**config.mk**
```make
export PLATFORM = sky130hd
export DESIGN_NAME = pc_sequencer_flat
export DESIGN_NICKNAME = d
export VERILOG_FILES = /design/src/rtl/pc_sequencer_if.sv /design/src/rtl/pc_sequencer.sv /design/src/flat_wrapper.sv
export SDC_FILE = /design/constraint.sdc
export NUM_CORES = 1
export LEC_CHECK = 0
export CORE_MARGIN = 3
export CORE_UTILIZATION = 43
export CTS_CLUSTER_DIAMETER = 30
export DETAILED_ROUTE_END_ITERATION = 6
export PLACE_DENSITY_LB_ADDON = 0.12
export SLEW_MARGIN = 20
export SYNTH_ARGS = -nofsm -noshare
export SYNTH_HDL_FRONTEND = slang
export SYNTH_SLANG_ARGS = --single-unit
```
**constraint.sdc**
```tcl
create_clock -name clk -period 2.5 [get_ports clk]
set_input_delay 0.75 -clock clk [delete_from_list [all_inputs] [get_ports clk]]
set_output_delay 0.75 -clock clk [all_outputs]
set_load 0.005 [all_outputs]
```
**src/rtl/pc_sequencer_if.sv**
```systemverilog
// Bus between the sequencer, instruction memory and the PC unit.
// Instruction-memory handshake: imem_req stays high for the whole FETCH phase
// and the word is consumed on the first cycle in which imem_ack is also high;
// imem_ack outside a request is ignored.
interface pc_sequencer_if #(
  parameter int unsigned ADDR_W = 16
);
  logic              imem_req;
  logic              imem_ack;
  logic [1:0]        pc_ctrl;
  logic [ADDR_W-1:0] pc_target;
  logic [ADDR_W-1:0] pc_cur;

  modport master (
    output imem_req,
    input  imem_ack,
    output pc_ctrl,
    output pc_target,
    input  pc_cur
  );

  modport slave (
    input  imem_req,
    output imem_ack,
    input  pc_ctrl,
    input  pc_target,
    output pc_cur
  );
endinterface

```
**src/rtl/pc_sequencer.sv**
```systemverilog
// Instruction-cycle controller for the PC unit.
// Walks each instruction through FETCH, DECODE, EXEC and UPDATE.
// It drives the PC control code (00 hold, 01 increment, 10 load, 11 clear).
// Optional interrupt entry/return support is enabled by defining PC_SEQ_IRQ_EN.
module pc_sequencer #(
  parameter int unsigned       ADDR_W     = 16,
  parameter logic [ADDR_W-1:0] IRQ_VECTOR = 16'h0004,
  parameter int unsigned       CNT_W      = 32
) (
  input  logic              clk,
  input  logic              rst,
  pc_sequencer_if.master    bus,
  input  logic              stall,
  input  logic              is_halt,
  input  logic              is_jump,
  input  logic              is_branch,
  input  logic              br_taken,
  input  logic              is_reti,
  input  logic              irq,
  input  logic [ADDR_W-1:0] jump_reg,
  input  logic [ADDR_W-1:0] br_target,
  output logic              ir_load,
  output logic              dec_en,
  output logic              ex_en,
  output logic              halted,
  output logic [CNT_W-1:0]  retired,
  output logic [2:0]        dbg_state
);

  typedef enum logic [2:0] {
    S_CLR    = 3'd0,
    S_FETCH  = 3'd1,
    S_DECODE = 3'd2,
    S_EXEC   = 3'd3,
    S_UPDATE = 3'd4,
    S_HALT   = 3'd5
  } state_t;

  localparam logic [1:0] PC_HOLD  = 2'b00;
  localparam logic [1:0] PC_INC   = 2'b01;
  localparam logic [1:0] PC_LOAD  = 2'b10;
  localparam logic [1:0] PC_CLEAR = 2'b11;

  state_t            state_q, state_d;
  logic              dec_load_q;
  logic [ADDR_W-1:0] target_q;

  logic              take_halt;
  logic              take_load;
  logic [ADDR_W-1:0] take_tgt;
  logic              ex_done;
  logic              irq_take;

  logic              imem_req_c;
  logic [1:0]        pc_ctrl_c;
  logic [ADDR_W-1:0] pc_target_c;

`ifdef PC_SEQ_IRQ_EN
  logic              take_reti;
  logic              dec_reti_q;
  logic              in_isr_q;
  logic [ADDR_W-1:0] epc_q;
`else
  logic              unused_irq_inputs;
  assign unused_irq_inputs = ^{irq, is_reti, bus.pc_cur};
`endif

  assign ex_done   = (state_q == S_EXEC) && !stall;
  assign ir_load   = (state_q == S_FETCH) && bus.imem_ack;
  assign dbg_state = state_q;

  assign bus.imem_req  = imem_req_c;
  assign bus.pc_ctrl   = pc_ctrl_c;
  assign bus.pc_target = pc_target_c;

`ifdef PC_SEQ_IRQ_EN
  // Interrupt entry is possible only from UPDATE or HALT when not already in a handler.
  assign irq_take = irq && !in_isr_q && ((state_q == S_UPDATE) || (state_q == S_HALT));
`else
  assign irq_take = 1'b0;
`endif

  // Resolve the control-flow decision from the decoder/ALU flags, highest priority first.
  always_comb begin
    take_halt = 1'b0;
    take_load = 1'b0;
    take_tgt  = '0;
`ifdef PC_SEQ_IRQ_EN
    take_reti = 1'b0;
`endif
    if (is_halt) begin
      take_halt = 1'b1;
    end
`ifdef PC_SEQ_IRQ_EN
    else if (is_reti) begin
      take_load = 1'b1;
      take_reti = 1'b1;
      take_tgt  = epc_q;
    end
`endif
    else if (is_jump) begin
      take_load = 1'b1;
      take_tgt  = jump_reg;
    end else if (is_branch && br_taken) begin
      take_load = 1'b1;
      take_tgt  = br_target;
    end
  end

  // Next-state and phase outputs; outputs come from state and the decision register.
  always_comb begin
    state_d     = state_q;
    imem_req_c  = 1'b0;
    dec_en      = 1'b0;
    ex_en       = 1'b0;
    halted      = 1'b0;
    pc_ctrl_c   = PC_HOLD;
    pc_target_c = '0;
    case (state_q)
      S_CLR: begin
        pc_ctrl_c = PC_CLEAR;
        state_d   = S_FETCH;
      end
      S_FETCH: begin
        imem_req_c = 1'b1;
        if (bus.imem_ack) state_d = S_DECODE;
      end
      S_DECODE: begin
        dec_en  = 1'b1;
        state_d = S_EXEC;
      end
      S_EXEC: begin
        ex_en = 1'b1;
        if (!stall) state_d = take_halt ? S_HALT : S_UPDATE;
      end
      S_UPDATE: begin
        if (irq_take) begin
          pc_ctrl_c   = PC_LOAD;
          pc_target_c = IRQ_VECTOR;
        end else if (dec_load_q) begin
          pc_ctrl_c   = PC_LOAD;
          pc_target_c = target_q;
        end else begin
          pc_ctrl_c = PC_INC;
        end
        state_d = S_FETCH;
      end
      S_HALT: begin
        halted = 1'b1;
        if (irq_take) begin
          pc_ctrl_c   = PC_LOAD;
          pc_target_c = IRQ_VECTOR;
          state_d     = S_FETCH;
        end
      end
      default: state_d = S_CLR;
    endcase
  end

  // State register, latched decision and retired-instruction counter.
  always_ff @(posedge clk) begin
    if (rst) begin
      state_q    <= S_CLR;
      dec_load_q <= 1'b0;
      target_q   <= '0;
      retired    <= '0;
    end else begin
      state_q <= state_d;
      if (ex_done) begin
        dec_load_q <= take_load;
        target_q   <= take_tgt;
      end
      if ((state_q == S_UPDATE) || (ex_done && take_halt)) begin
        retired <= retired + CNT_W'(1);
      end
    end
  end

`ifdef PC_SEQ_IRQ_EN
  // Handler bookkeeping: capture the return address on entry, leave on a retired reti.
  always_ff @(posedge clk) begin
    if (rst) begin
      dec_reti_q <= 1'b0;
      in_isr_q   <= 1'b0;
      epc_q      <= '0;
    end else begin
      if (ex_done) dec_reti_q <= take_reti;
      if (irq_take) begin
        in_isr_q <= 1'b1;
        epc_q    <= ((state_q == S_HALT) || !dec_load_q) ? (bus.pc_cur + ADDR_W'(1)) : target_q;
      end else if ((state_q == S_UPDATE) && dec_reti_q) begin
        in_isr_q <= 1'b0;
      end
    end
  end
`endif

endmodule

```
**src/flat_wrapper.sv**
```systemverilog
// flat-port wrapper written by rule: the top's interface ports become plain ports
module pc_sequencer_flat 
#(
  parameter int unsigned       ADDR_W     = 16,
  parameter logic [ADDR_W-1:0] IRQ_VECTOR = 16'h0004,
  parameter int unsigned       CNT_W      = 32
)
  (clk, rst, stall, is_halt, is_jump, is_branch, br_taken, is_reti, irq, jump_reg, br_target, ir_load, dec_en, ex_en, halted, retired, dbg_state, bus_imem_req, bus_imem_ack, bus_pc_ctrl, bus_pc_target, bus_pc_cur);
  pc_sequencer_if #(.ADDR_W(ADDR_W)) bus_i ();
  input  logic clk;
  input  logic rst;
  input  logic stall;
  input  logic is_halt;
  input  logic is_jump;
  input  logic is_branch;
  input  logic br_taken;
  input  logic is_reti;
  input  logic irq;
  input  logic [ADDR_W-1:0] jump_reg;
  input  logic [ADDR_W-1:0] br_target;
  output logic ir_load;
  output logic dec_en;
  output logic ex_en;
  output logic halted;
  output logic [CNT_W-1:0] retired;
  output logic [2:0] dbg_state;
  output wire logic [$bits(bus_i.imem_req)-1:0] bus_imem_req;
  input wire logic [$bits(bus_i.imem_ack)-1:0] bus_imem_ack;
  output wire logic [$bits(bus_i.pc_ctrl)-1:0] bus_pc_ctrl;
  output wire logic [$bits(bus_i.pc_target)-1:0] bus_pc_target;
  input wire logic [$bits(bus_i.pc_cur)-1:0] bus_pc_cur;
  assign bus_imem_req = bus_i.imem_req;
  assign bus_i.imem_ack = bus_imem_ack;
  assign bus_pc_ctrl = bus_i.pc_ctrl;
  assign bus_pc_target = bus_i.pc_target;
  assign bus_i.pc_cur = bus_pc_cur;
  pc_sequencer #(.ADDR_W(ADDR_W), .IRQ_VECTOR(IRQ_VECTOR), .CNT_W(CNT_W)) u_core (.clk(clk), .rst(rst), .bus(bus_i), .stall(stall), .is_halt(is_halt), .is_jump(is_jump), .is_branch(is_branch), .br_taken(br_taken), .is_reti(is_reti), .irq(irq), .jump_reg(jump_reg), .br_target(br_target), .ir_load(ir_load), .dec_en(dec_en), .ex_en(ex_en), .halted(halted), .retired(retired), .dbg_state(dbg_state));
endmodule
```
==> results of run 1 <==
[per-layer routing]
metal  track usage  vias to the layer above  routed length, µm
met4       0.05997                        0                136
met2        0.3418                       84               3674
met1        0.2355                     1372               3117
li1              -                     1508                  -
met3       0.05960                       10                531
met5             0                        -                  0
[registers in the layout (all words and copies together), names as in the netlist]
register / flops
u_core.dbg_state: 3
u_core.dec_load_q: 1
u_core.retired: 32
u_core.target_q: 16
[logic make-up after synthesis]
family	count (synthesis)	share of synthesized area
AND/OR/NAND/NOR	175	0.3455
flip-flops	52	0.3667
buffers and inverters	34	0.05465
adder cells (fa/ha/maj)	1	0.004407
multiplexers	10	0.03923
AO/OA/AOI/OAI	84	0.1833
XOR/XNOR	2	0.006171
[path summary, 6_finish.rpt]
path / startpoint / end / slack, ps
min reg2reg: u_core.retired[7]$_SDFFE_PP0P_ / u_core.retired[7]$_SDFFE_PP0P_ / 510
max: bus_imem_ack / ir_load / 120
max reg2reg: u_core.retired[8]$_SDFFE_PP0P_ / u_core.retired[28]$_SDFFE_PP0P_ / 540
min: u_core.retired[7]$_SDFFE_PP0P_ / u_core.retired[7]$_SDFFE_PP0P_ / 510
[cells in the final DEF (no fill, tap or decap), types with 16 or more instances in the layout]
| cell type | n |
|---|---|
| a22oi_1 | 16 |
| nand3_1 | 26 |
| a21oi_1 | 23 |
| nand2_1 | 27 |
| clkdlybuf4s50_1 | 79 |
| and2_1 | 21 |
| buf_4 | 21 |
| dfxtp_1 | 50 |
| nor2_1 | 34 |
| o21ai_0 | 22 |
[critical path: stages]
cell             delay (ps)
clkdlybuf4s50_1         480
nand2_1                  70
nor2_1                   80
dlygate4sd2_1           250
[layout make-up]
| cell class | count | area [µm²] |
|---|---|---|
| Multi-Input combinational cell | 272 | 1653 |
| Tap cell | 75 | 93.84 |
| Clock inverter | 2 | 35.03 |
| Timing Repair Buffer | 120 | 1162 |
| Sequential cell | 52 | 1044 |
| Fill cell | 521 | 2083 |
| Clock buffer | 6 | 72.57 |
| Inverter | 6 | 22.52 |
[through the flow]
step / hold WS, ps / utilization
2_1_floorplan: 469.1 / -
3_3_place_gp: 480.0 / 0.6364
3_5_place_dp: 492.2 / 0.6364
4_1_cts: 507.6 / 0.6532
5_1_grt: 540.1 / 0.6621
6_report: 509.5 / 0.6621
[what timing repair did]
item	CTS	global route
setup endpoints to repair	16	10
pin swaps	0	0
cloned	0	1
hold buffers	0	0
resized for setup	9	16
buffers inserted	0	1
[power breakdown]
group,switching [µW],internal (µW)
Clock,282,298
Sequential,4.16,833
Combinational,81.8,106
Total,368,1240
==> results.txt, run 1 <==
Min Tclk post-route -> 2381 ps
Final WL -> 7.459 mm
Netlist cell types -> 43
CTS Sinks -> 52
YS warnings -> 0
DRT Pass-1 Iters -> 5
Pwr/cell area -> 392.9 nW/µm²
Largest fanout on the critical path -> 2
Initial Util -> 0.4604
Placed instance area -> 3924 µm²
Most frequent cell after synthesis -> dfxtp_1
Final Cycle Share -> 0.9523
Pre-CTS setup slack -> -156.0 ps
Worst-path clk slew -> 100 ps
Worst min path class -> reg -> reg
Critical Path RT -> 1750 ps
Full die area -> 7613 µm²
Post-synth top area share -> 0.3667
Root buffer cell -> clkbuf_8
Mapped Cells -> 358
Grt total ovfl -> 0
Initial antenna violation count -> 0
Worst-Margin Slew -> 559.9 ps
Number of enable flip-flop cells after synthesis -> 0
Clock tree skew after final layout -> 5.740 ps
Syn Area/Cell -> 7.930 µm²
IO Pins -> 116
Syn Nets -> 417
Commonest cells in the netlist -> dfxtp_1, nor2_1, nand2_1
Die W -> 87.26 µm
Layout cell share with drive strength beyond 1 -> 0.09170
Yosys reg bits -> 52
Clk buf depth -> 2
Relative slew slack -> 0.6268
Num rows -> 28
DP HPWL -> 5.388 mm
Routed Antenna Nets -> 0
Antenna Cells -> 0
Final number of hold-violating endpoints -> 0
Largest net degree at the start of global routing -> 34
Reg2Reg Depth -> 4
Die H -> 87.26 µm
Setup-failing EPs final -> 0
Top_reg_cell synth -> dfxtp_1
Avg WL per Cell -> 13.99 µm
Ranking of synthesized cells by area -> dfxtp_1, and2_1, nand3_1, nor2_1, a22oi_1
Area leader, netlist -> dfxtp_1
DR vias -> 2974
Leakage -> 0.001635 µW
Clock Latency Late Sink -> 300 ps
Maximum vdd drop -> 0.2663 mV
Vias per inst -> 5.580
Post-synthesis sequential area ratio -> 0.3667
Startpoint types -> primary input
Max cap viols -> 0
CTS HTree Levels -> 2
Fmax -> 420.0 MHz
Final nets -> 516
Hold Path Depth -> 2
Setup ws final -> 119.3 ps
FFs w/ async S/R, synth -> 0
DR iter-0 viols -> 111
Post-route setup TNS -> 0 ps
Core area -> 6166 µm²
Unrepaired setup endpoints after global routing -> false
WS Path Type -> in -> out
CTS buffer count -> 5
Power after layout -> 1604 µW
Area delta synth->final -> 43.81%
Drt drc -> 0
Crit path capture type -> primary output
Placed Instances -> 523
GR Util All Layers -> 0.1982
First-pass GRT wire length -> 12.45 mm
Vias in the first global route -> 2755
Mapped Area -> 2839 µm²
Non-filler cells, final -> 533
Arr. time, crit path -> 1630 ps
# port buffers -> 97
Max-slew violations -> 0
Final non-filler cell area -> 4083 µm²
Status -> finished clean
GPL Wtd Cong -> 0.7980
CTS tree -> built
Power figures use the tool's default switching activity.
==> inputs of run 2 (changes only) <==
ABC_AREA = 1   (was unset)
CORE_UTILIZATION = 44   (was 43)
==> run 2 against run 1 <==
First-iteration DRC count is 9.9% higher. Power is 10% higher. Combinational power is 74% higher. Core utilization is 1.5 points lower. Via count is 9.2% higher. Hold slack worse by 41 ps. Non-clock buffer count is 11 lower. Sequential power is 3.6% higher. Cell area is 3.5% higher. Fmax is 1.8% lower. Highest routed layer unchanged.
==> results.txt, run 2 <==
Status -> finished clean
Largest family of logic cells by synthesized area -> simple AND/OR/NAND/NOR gates
CTS buffer count -> 5 (unchanged)
CTS Sinks -> 52 (unchanged)
Most frequent cell after synthesis -> nand2_1
Syn Nets -> 536 (+29%)
Crit path capture type -> primary output
Area delta synth->final -> 39.24%
Vias per inst -> 4.980 (-11%)
Final WL -> 7.997 mm (+7.2%)
Worst min path class -> reg -> reg
Clk buf depth -> 2 (unchanged)
Worst-path clk slew -> 100 ps (about the same)
Clock tree skew after final layout -> 9.902 ps (+4.162 ps)
Cell depth of the worst setup path -> 4 (unchanged)
Largest fanout on the critical path -> 17 (+15)
Filler instances -> 594 (+14%)
CTS tree -> built
Antenna Cells -> 0 (unchanged)
Final nets -> 633 (+23%)
Area leader, netlist -> dfxtp_1
DP HPWL -> 6.116 mm (+14%)
Post-Synth Simple-Gate Area -> 0.4196 (+0.07409)
Worst-Margin Slew -> 431.4 ps (-128.5 ps)
Number of enable flip-flop cells after synthesis -> 0 (unchanged)
Grt total ovfl -> 0 (unchanged)
Relative slew slack -> 0.7106 (+0.08388)
DR iter-0 viols -> 122 (+9.9%)
Post-synth top area share -> 0.3430 (-0.02373)
CP max stage cell -> clkdlybuf4s50_1
DRT Pass-1 Iters -> 5 (unchanged)
Maximum vdd drop -> 0.2264 mV (-15%)
Die W -> 89.06 µm (+2.1%)
Netlist cell types -> 35 (-19%)
Hold_buf cts -> 0 (unchanged)
Largest register FFs -> 32 (unchanged)
Final number of hold-violating endpoints -> 0 (unchanged)
Setup crit end -> bus_pc_target[7]
Max-slew violations -> 0 (unchanged)
Worst path cell trace -> nor2_4, nand2_8, nor2_1, clkdlybuf4s50_1
Routed Antenna Nets -> 0 (unchanged)
Arr. time, crit path -> 1670 ps (+40 ps)
Post-route setup TNS -> 0 ps (unchanged)
IO Pins -> 116 (unchanged)
Root buffer cell -> clkbuf_8
Yosys reg bits -> 52 (unchanged)
Leakage -> 0.001551 µW (-5.2%)
Num rows -> 29 (+3.6%)
First-pass GRT wire length -> 13.43 mm (+7.9%)
Startpoint types -> flip-flop
WS Path Type -> reg -> out
Die H -> 89.06 µm (+2.1%)
Reg2Reg Depth -> 9 (+5)
Clock Latency Late Sink -> 310 ps (about the same)
# port buffers -> 97 (unchanged)
Ranking of synthesized cells by area -> dfxtp_1, nand2_1, nor2_1, inv_1, a21oi_1
Critical Path RT -> 1750 ps (about the same)
Full die area -> 7932 µm² (+4.2%)
Layout cell share with drive strength beyond 1 -> 0.08000 (-0.01170)
GR Util All Layers -> 0.2107 (+0.01245)
Power after layout -> 1769 µW (+10%)
Complex-gate fraction of the synthesized area -> 0.1237 (-0.05968)
Fin util -> 0.6471 (-0.01501)
Mapped Cells -> 477 (+33%)
Largest Register -> u_core.retired
YS warnings -> 0 (unchanged)
Pwr/cell area -> 418.4 nW/µm² (+6.5%)
Placed Instances -> 643 (+23%)
CTS HTree Levels -> 2 (unchanged)
Most frequent cells in the layout -> nand2_1, clkdlybuf4s50_1, nor2_1
Reg2reg end -> u_core.retired[28]$_SDFFE_PP0P_
Post-synthesis sequential area ratio -> 0.3430 (-0.02373)
Synth Area in XOR/XNOR -> 0.008656 (+0.002486)
Number of buffers and inverters on the critical path -> 1 (-1)
DR vias -> 3247 (+9.2%)
Fmax -> 412.5 MHz (-1.8%)
Drt drc -> 0 (unchanged)
FF-to-FF Start -> u_core.retired[0]$_SDFFE_PP0P_
Avg WL per Cell -> 12.27 µm (-12%)
Initial Util -> 0.4648 (+0.004321)
Non-filler cells, final -> 652 (+22%)
Hold path startpoint -> u_core.target_q[13]$_SDFFE_PP0P_
Min Tclk post-route -> 2424 ps (+43.24 ps)
Mapped Area -> 3035 µm² (+6.9%)
Syn Area/Cell -> 6.364 µm² (-20%)
Fin Hold WS -> 469.0 ps (-40.53 ps)
Largest net degree at the start of global routing -> 28 (-18%)
Slowest stage delay, CP -> 520 ps (+40 ps)
Setup-failing EPs final -> 0 (unchanged)
R2R Setup Slk -> 760 ps (+220 ps)
Synth Area in Adders -> 0.004122 (-0.0002852)
Commonest non-fill, non-tap cell in the layout -> nand2_1
Commonest cells in the netlist -> nand2_1, nor2_1, dfxtp_1
Top_reg_cell synth -> dfxtp_1
FFs w/ async S/R, synth -> 0 (unchanged)
GPL Wtd Cong -> 0.8689 (+8.9%)
Core area -> 6531 µm² (+5.9%)
Final Cycle Share -> 0.9696 (+0.01730)
CP delay by family, top -> buffers and inverters
Vias in the first global route -> 3040 (+10%)
Critical Path Start -> u_core.dbg_state[1]$_SDFFE_PP0P_
Initial antenna violation count -> 0 (unchanged)
Mux contribution to synthesized area -> 0 (-0.03922)
Max cap viols -> 0 (unchanged)
-- run 2: layout make-up --
class / count / area [µm²] / area share
multi-input combinational: 354 / 1709 / 0.4044
timing repair buffer: 109 / 1072 / 0.2537
sequential: 52 / 1046 / 0.2475
inverter: 52 / 195.2 / 0.04618
tap: 77 / 96.34 / 0.02279
clock buffer: 6 / 72.57 / 0.01717
clock inverter: 2 / 35.03 / 0.008289
-- run 2: repair_timing --
action / 4_1_cts / 5_1_grt
pin swaps: 0 / 1
resized for setup: 5 / 4
buffers inserted: 0 / 1
endpoints found under the setup margin: 17 / 11
-- run 2: how the worst min path moves through the flow --
stage / to / cells past startpoint
floorplan: u_core.target_q[0]$_SDFFE_PP0P_ / 2
global placement: u_core.target_q[14]$_SDFFE_PP0P_ / 2
detailed placement: u_core.target_q[9]$_SDFFE_PP0P_ / 2
CTS: u_core.target_q[13]$_SDFFE_PP0P_ / 2
global route: u_core.target_q[13]$_SDFFE_PP0P_ / 2
finish: u_core.target_q[13]$_SDFFE_PP0P_ / 2
-- run 2: stage by stage --
step | instance area [µm²] | worst slack, ps
floorplan | 3035 | 713.6
finish | 4227 | 76.02
detailed placement | 4086 | -184.0
CTS | 4207 | 11.32
global placement | 4086 | -183.5
global route | 4227 | -7.631
-- run 2: where the power goes --
part / leakage, µW / total, µW / switching (µW) / internal (µW)
clock network: 0.0000552 / 576 / 278 / 298
registers: 0.000421 / 867 / 21.2 / 845
logic: 0.00107 / 326 / 151 / 175
-- run 2: cell families (layout without fill, tap and decap cells) --
group                    count (synthesis)  count (layout)
AND/OR/NAND/NOR                        284             284
adder cells (fa/ha/maj)                  1               1
AO/OA/AOI/OAI                           66              66
XOR/XNOR                                 3               3
flip-flops                              52              52
buffers and inverters                   71             169
-- run 2: worst register-to-register path, stage by stage (launching register included) --
cell and delay (ps):
dfxtp_1 430, ha_1 220, inv_1 70, nor2_2 200, nand3_2 170, nor2_1 250
nand3_1 140, nand2_1 80, nand2_1 40, nor2_1 80
-- run 2: routing by layer --
layer  track usage  vias up  share of wire
met4       0.05277        0         0.0079
met1        0.2843     1437           0.46
met2        0.3435       89           0.46
met3       0.04608        7          0.066
met5             0        -              0
li1              -     1714              -
